`src/rtl/mips16_pkg.sv`:
```
// Shared types and defaults for the mips16 memory arbiter.
// Holds bus width defaults, arbiter FSM states and requester ids.
package mips16_pkg;

  localparam int DEF_ADDR_W     = 6;
  localparam int DEF_DATA_W     = 16;
  localparam int DEF_STARVE_LIM = 8;

  typedef enum logic [1:0] {
    IDLE,
    ACC,
    RESP
  } arb_state_t;

  typedef enum logic {
    REQ_CPU,
    REQ_DBG
  } req_id_t;

endpackage

```
`src/rtl/arb_starve_ctr.sv`:
```
// Saturating count of ACC cycles the debug port lost to the CPU.
// Ports: clock, reset_n (sync, active-low), inc, clr in; cnt out.
module arb_starve_ctr #(
  parameter int LIM = 8,
  parameter int CW  = $clog2(LIM + 1)
) (
  input  logic          clock,
  input  logic          reset_n,
  input  logic          inc,
  input  logic          clr,
  output logic [CW-1:0] cnt
);

  localparam logic [CW-1:0] MAX = CW'(LIM);

  always_ff @(posedge clock) begin
    if (!reset_n) begin
      cnt <= '0;
    end else if (clr) begin
      cnt <= '0;
    end else if (inc && cnt != MAX) begin
      cnt <= cnt + 1'b1;
    end
  end

endmodule

```
`src/rtl/mem_arbiter.sv`:
```
// Two-port (CPU / debug) arbiter for a shared single-port memory.
// Ports: clock, reset_n; cpu_* and dbg_* request/grant/read ports;
//   dbg_err; registered mem_* command; mem_rdata (1-cycle latency).
// Macro MEM_ARBITER_DBG_WRITE_EN: when undefined, debug writes are
//   granted but rejected (no memory write, dbg_err pulse).
module mem_arbiter
  import mips16_pkg::*;
#(
  parameter int ADDR_W     = DEF_ADDR_W,
  parameter int DATA_W     = DEF_DATA_W,
  parameter int STARVE_LIM = DEF_STARVE_LIM
) (
  input  logic              clock,
  input  logic              reset_n,
  input  logic              cpu_req,
  input  logic              cpu_we,
  input  logic [ADDR_W-1:0] cpu_addr,
  input  logic [DATA_W-1:0] cpu_wdata,
  output logic              cpu_gnt,
  output logic              cpu_rvalid,
  output logic [DATA_W-1:0] cpu_rdata,
  input  logic              dbg_req,
  input  logic              dbg_we,
  input  logic [ADDR_W-1:0] dbg_addr,
  input  logic [DATA_W-1:0] dbg_wdata,
  output logic              dbg_gnt,
  output logic              dbg_rvalid,
  output logic [DATA_W-1:0] dbg_rdata,
  output logic              dbg_err,
  output logic [ADDR_W-1:0] mem_addr,
  output logic [DATA_W-1:0] mem_wdata,
  output logic              mem_re,
  output logic              mem_we,
  input  logic [DATA_W-1:0] mem_rdata
);

  localparam int CW = $clog2(STARVE_LIM + 1);
  localparam logic [CW-1:0] SLIM = CW'(STARVE_LIM);

  arb_state_t state, state_nx;
  req_id_t    win;
  logic       rd;

  logic          any_req;
  logic          starved;
  logic          dbg_wins;
  logic          sel_we;
  logic          load;
  logic          capture;
  logic          re_nx;
  logic          we_nx;
  logic          err_nx;
  logic          st_inc;
  logic          st_clr;
  logic [CW-1:0] starve_cnt;

  assign any_req  = cpu_req | dbg_req;
  assign starved  = starve_cnt >= SLIM;
  assign dbg_wins = dbg_req & (~cpu_req | starved);
  assign sel_we   = dbg_wins ? dbg_we : cpu_we;
  assign capture  = (state == RESP) & rd;

  // The counter is only meaningful while debug keeps asking.
  assign st_inc = (state == ACC) & (win == REQ_CPU) & dbg_req;
  assign st_clr = ~dbg_req | ((state == ACC) & (win == REQ_DBG));

  arb_starve_ctr #(
    .LIM (STARVE_LIM),
    .CW  (CW)
  ) u_starve (
    .clock   (clock),
    .reset_n (reset_n),
    .inc     (st_inc),
    .clr     (st_clr),
    .cnt     (starve_cnt)
  );

  always_ff @(posedge clock) begin
    if (!reset_n) state <= IDLE;
    else          state <= state_nx;
  end

  // load marks the edge that enters ACC; arbitration happens there.
  always_comb begin
    state_nx = state;
    load     = 1'b0;
    re_nx    = 1'b0;
    we_nx    = 1'b0;
    err_nx   = 1'b0;
    unique case (state)
      IDLE: begin
        if (any_req) begin
          state_nx = ACC;
          load     = 1'b1;
        end
      end
      ACC: state_nx = RESP;
      RESP: begin
        if (any_req) begin
          state_nx = ACC;
          load     = 1'b1;
        end else begin
          state_nx = IDLE;
        end
      end
      default: state_nx = IDLE;
    endcase
    if (load) begin
      re_nx = ~sel_we;
      we_nx = sel_we;
`ifndef MEM_ARBITER_DBG_WRITE_EN
      if (dbg_wins && dbg_we) begin
        we_nx  = 1'b0;
        err_nx = 1'b1;
      end
`endif
    end
  end

  always_ff @(posedge clock) begin
    if (!reset_n) begin
      win        <= REQ_CPU;
      rd         <= 1'b0;
      cpu_gnt    <= 1'b0;
      dbg_gnt    <= 1'b0;
      mem_re     <= 1'b0;
      mem_we     <= 1'b0;
      dbg_err    <= 1'b0;
      cpu_rvalid <= 1'b0;
      dbg_rvalid <= 1'b0;
      mem_addr   <= '0;
      mem_wdata  <= '0;
      cpu_rdata  <= '0;
      dbg_rdata  <= '0;
    end else begin
      cpu_gnt    <= load & ~dbg_wins;
      dbg_gnt    <= load & dbg_wins;
      mem_re     <= re_nx;
      mem_we     <= we_nx;
      dbg_err    <= err_nx;
      cpu_rvalid <= capture & (win == REQ_CPU);
      dbg_rvalid <= capture & (win == REQ_DBG);
      if (load) begin
        win       <= dbg_wins ? REQ_DBG : REQ_CPU;
        rd        <= ~sel_we;
        mem_addr  <= dbg_wins ? dbg_addr : cpu_addr;
        mem_wdata <= dbg_wins ? dbg_wdata : cpu_wdata;
      end
      if (capture && win == REQ_CPU) cpu_rdata <= mem_rdata;
      if (capture && win == REQ_DBG) dbg_rdata <= mem_rdata;
    end
  end

endmodule
```
`config.mk`:
```
export PLATFORM = sky130hd
export DESIGN_NAME = mem_arbiter
export DESIGN_NICKNAME = d
export VERILOG_FILES = /design/src/rtl/mips16_pkg.sv /design/src/rtl/arb_starve_ctr.sv /design/src/rtl/mem_arbiter.sv
export SDC_FILE = /design/constraint.sdc
export NUM_CORES = 1
export LEC_CHECK = 0
export ABC_AREA = 1
export BUFFER_PORTS_ARGS = -buffer_cell sky130_fd_sc_hd__clkbuf_2
export CAP_MARGIN = 20
export CORE_MARGIN = 1.5
export CORE_UTILIZATION = 52
export CTS_BUF_LIST = sky130_fd_sc_hd__clkbuf_2
export DETAILED_ROUTE_END_ITERATION = 12
export PLACE_DENSITY = 0.9
export SLEW_MARGIN = 15
export SYNTH_ARGS = -nofsm -noshare
export SYNTH_HDL_FRONTEND = slang
export SYNTH_SLANG_ARGS = --single-unit
```
`constraint.sdc`:
```
create_clock -name clock -period 3.1 [get_ports clock]
set_clock_uncertainty 0.15 [all_clocks]
set_input_delay 0 -clock clock [delete_from_list [all_inputs] [get_ports clock]]
set_output_delay 0 -clock clock [all_outputs]
set_load 0.01 [all_outputs]
```
# Yosys cells after proc, flatten, opt, wreduce, memory -nomap -nowiden
# Cells that the tools add are included.
# op_classes
n_addsub	1
n_lt_le_gt_ge	1
eq_ne	4
n_mux	10
bitwise_logic	19
reduce_logical	9
# ops
cell	count
$mux 16	1
$and 1x1->1	9
$not 1->1	7
$mux 1	6
$mux 6	1
$pmux 2 s3	1
$add 4x1->4 const B	1
$ge 4x4->1 const B	1
$logic_and 1x1->1	4
$ne 4x4->1 const B	1
$reduce_or 2->1	2
$or 1x1->1	3
$reduce_or 3->1	1
$eq 2x1->1 const B	1
$eq 2x2->1 const B	1
$logic_not 2->1	1
$mux 2	1
$ne 2x2->1 const B	1
$reduce_and 2->1	1
# totals
reg_bits	69
word_cells	59

# Longest topological paths before layout
# depth
depth_word	5
depth_mapped	8
ltp_nobuf	7

# Hierarchy
# From an unflattened synthesis, not the netlist that was laid out.
# unflattened
hier_cells	393
area_unflattened_um2	2869.0
# modules_own_cells
mod	n_inst	cells_per_inst	area_each_um2	seq_area_each_um2
mem_arbiter	1	356	2623.8	1301.2
arb_starve_ctr	1	37	245.2	80.1

# Worst setup path before layout
# Ideal clock, no wire load.
# synth_path
kind	register -> register
from	register win
to	register u_starve.cnt[0]
setup_time_ns	0.131
t_arrival_ns	1.056
required_time_ns	2.819
path_slack_ns	1.763
path_stages_with_launch	8
n_path_buf	1
synth_period_minus_slack_ns	1.337
cell_sequence	dfxtp_1 > buf_6 > inv_2 > nand2_1 > nor2_1 > nand2_1 > nand2_1 > a21oi_1
# synth_via
elab_chain_len	4
# synth_rtl
element	line_no	rtl
start: declaration	mem_arbiter.sv:41	req_id_t win;
start signal: assignment	mem_arbiter.sv:144	win <= dbg_wins ? REQ_DBG : REQ_CPU;
$not 1->1	mem_arbiter.sv:64	assign st_inc = (state == ACC) & (win == REQ_CPU) & dbg_req;
$and 1x1->1 (2 in series)	mem_arbiter.sv:64	
$logic_and 1x1->1	arb_starve_ctr.sv:21	end else if (inc && cnt != MAX) begin
end signal: assignment	arb_starve_ctr.sv:22	cnt <= cnt + 1'b1;
end: declaration	arb_starve_ctr.sv:11	output logic [CW-1:0] cnt
# Several ways; a longest one is shown, not always the timed one.
# A chain may end at the register's enable or synchronous reset.

==> impl_metrics.json <==
{
  "htreeDepth": 3,
  "powerDensity_nw_per_um2": 452,
  "synth-edff-count": 0,
  "diodes": 0,
  "hold_violations": 0,
  "peakVddDrop_mv": 0.314,
  "wl_per_cell_um": 16.0,
  "synth_top_family_by_area": "simple AND/OR/NAND/NOR gates",
  "dieArea_um2": 5790,
  "yosys.area.top_type_share": 0.497,
  "io_pins": 127,
  "first_pass_iters": 9,
  "rows": 26,
  "track_usage": 0.358,
  "post-route-util": 0.821,
  "layout-area-overhead-vs-synth_pct": 51.8,
  "cts_setup_buffers": 0,
  "setup_viol": 0,
  "synth_mux_area_frac": 0,
  "cts_sinks": 69,
  "synthXorXnorAreaFrac": 0,
  "cts_buffers": 9,
  "grt_max_degree": 38,
  "required_ps": 3460,
  "cts.repair.resized": 0,
  "ys_dominant_reg_cell": "dfxtp_1",
  "synth_common_cells": "nand2_1, dfxtp_1, nor2_1",
  "min_period_over_period": 0.896,
  "cts-root-buf": "clkbuf_2",
  "worstSetupEndpointType": "flip-flop",
  "synth_most_common_cell": "nand2_1",
  "p_seq_frac": 0.499,
  "cts_tree": "done",
  "synth_largest_area_cell": "dfxtp_1",
  "grt_pass1_wl_um": 16400,
  "cts.reportedPaths.clkPinSlew_ps": 230,
  "p_clk_frac": 0.331,
  "synth-compound-area-share": 0.0883,
  "cp.arrival_ps": 3140,
  "drt_iter0_drc": 389,
  "synth.distinct_cells": 26,
  "switching_share": 0.292,
  "p_int_mw": 1.35,
  "pwr-share-comb": 0.170,
  "worst_slew_pin_slew_ps": 792,
  "synth_seq_area_share": 0.497,
  "fin_nets": 626,
  "hold_buffers": 68,
  "drive_gt1_frac": 0.277,
  "grt_pass1_vias": 3448,
  "fin_crit_ps": 2780,
  "overflow": 0,
  "rsz0062_at_grt": "no",
  "power_switching_mw": 0.557,
  "whs_path_depth": 4,
  "ys_ff_latch": 69,
  "post-dp-hpwl_um": 5270,
  "rr_worst_depth": 9,
  "synth_nets": 440,
  "synth_area_leaders": "dfxtp_1, nand2_1, nor2_1",
  "ys_warn_count": 0,
  "gp_congestion": 0.838,
  "core_um2": 5140,
  "chipWidth_um": 76.1,
  "status": "finished clean",
  "clkLatencyLatePin_ps": 540,
  "die_height_um": 76.1,
  "avgSynthCellArea_um2": 7.47,
  "netlist_area_um2": 2780,
  "slew_viol_final": 0,
  "slew-limit-headroom": 0.472,
  "io_buffers": 126,
  "cts_buffer_depth": 2,
  "wirelength_um": 10200,
  "synth_cells": 372,
  "critPathLaunchType": "primary input",
  "ant_nets": 0,
  "drc": 0,
  "path_class": "in2reg",
  "initial_core_util": 0.540,
  "hold_class": "in2reg",
  "fmax_mhz": 360,
  "synth_simple_gate_area_share": 0.347,
  "setup_tns_ps": 0,
  "synthAdderAreaFrac": 0.00901,
  "via_count": 3420,
  "cap_violations": 0,
  "crit_fanout": 37,
  "viasPerCell": 5.40,
  "antenna_found_initial": 0,
  "async_reset_ff_frac": 0,
  "power.leakage_nw": 2.12
}
==> kinds of logic after synthesis <==
family	count (synthesis)
AO/OA/AOI/OAI	46
adder cells (fa/ha/maj)	2
buffers and inverters	35
flip-flops	69
AND/OR/NAND/NOR	220
==> placed cells by master (no fill, tap or decap), types with 3 or more instances in the layout <==
cell type and n:
a21oi_1 20, clkbuf_2 135, dfxtp_1 69, dlygate4sd3_1 68
inv_1 11, inv_2 5, nand2_1 98, nand2_2 3
nand3_1 31, nand4_1 9, nor2_1 50, nor3_1 23
o21ai_0 22
==> area by class of cell <==
cell class              instances  area [µm²]
inverters                      16        60.1
clock inverters                 7        97.6
flip-flops and latches         69        1380
well taps                      70        87.6
clock buffers                   9        45.0
multi-input cells             268        1230
fillers                       305         922
repair buffers                194        1310
==> state kept, by name, indices dropped and copies added, names as in the netlist <==
register and cells:
cpu_rdata 16, dbg_err 1, dbg_rvalid 1, rd 1, dbg_rdata 16, cpu_gnt 1, dbg_gnt 1, state 2
mem_re 1, mem_we 1, u_starve.cnt 4, win 1, mem_addr 6, mem_wdata 16, cpu_rvalid 1
==> metal layers <==
layer,share of wire,up-vias,global-route usage
li1,-,1590,-
met2,0.48,230,0.603
met3,0.088,65,0.101
met4,0.049,0,0.231
met1,0.38,1535,0.398
met5,0,-,0
==> per-stage QoR <==
step	instances	setup slack (ps)	cell area, µm²	total power, mW	hold slack (ps)
final	633	323	4220	1.91	91.1
after global routing	633	174	4220	1.97	112
after CTS	633	511	4220	1.87	79.2
after detailed placement	549	1010	3390	1.18	51.0
after global placement	549	1070	3390	1.18	49.5
after floorplan	372	1760	2780	1.08	-39.8
==> critical path, stage by stage <==
cell,delay [ps]
dlygate4sd3_1,520
clkbuf_2,580
inv_2,430
nor3_2,730
nand2_1,150
nand3_1,110
dlygate4sd3_1,580
==> power by group through the flow <==
stage,clock [mW],sequential [mW],combinational [mW]
final,0.632,0.952,0.324
after global routing,0.663,0.956,0.346
after CTS,0.620,0.948,0.300
after detailed placement,0,0.966,0.216
after global placement,0,0.966,0.213
after floorplan,0,0.977,0.108
==> final timing paths <==
kind | endpoint | startpoint | slack, ps
max | mem_wdata[14] | reset_n | 320
min | dbg_rdata[7] | mem_rdata[7] | 90
max reg2reg | mem_wdata[3] | u_starve.cnt[3] | 540
min reg2reg | mem_wdata[3] | mem_wdata[3] | 340
Power figures use the tool's default switching activity.
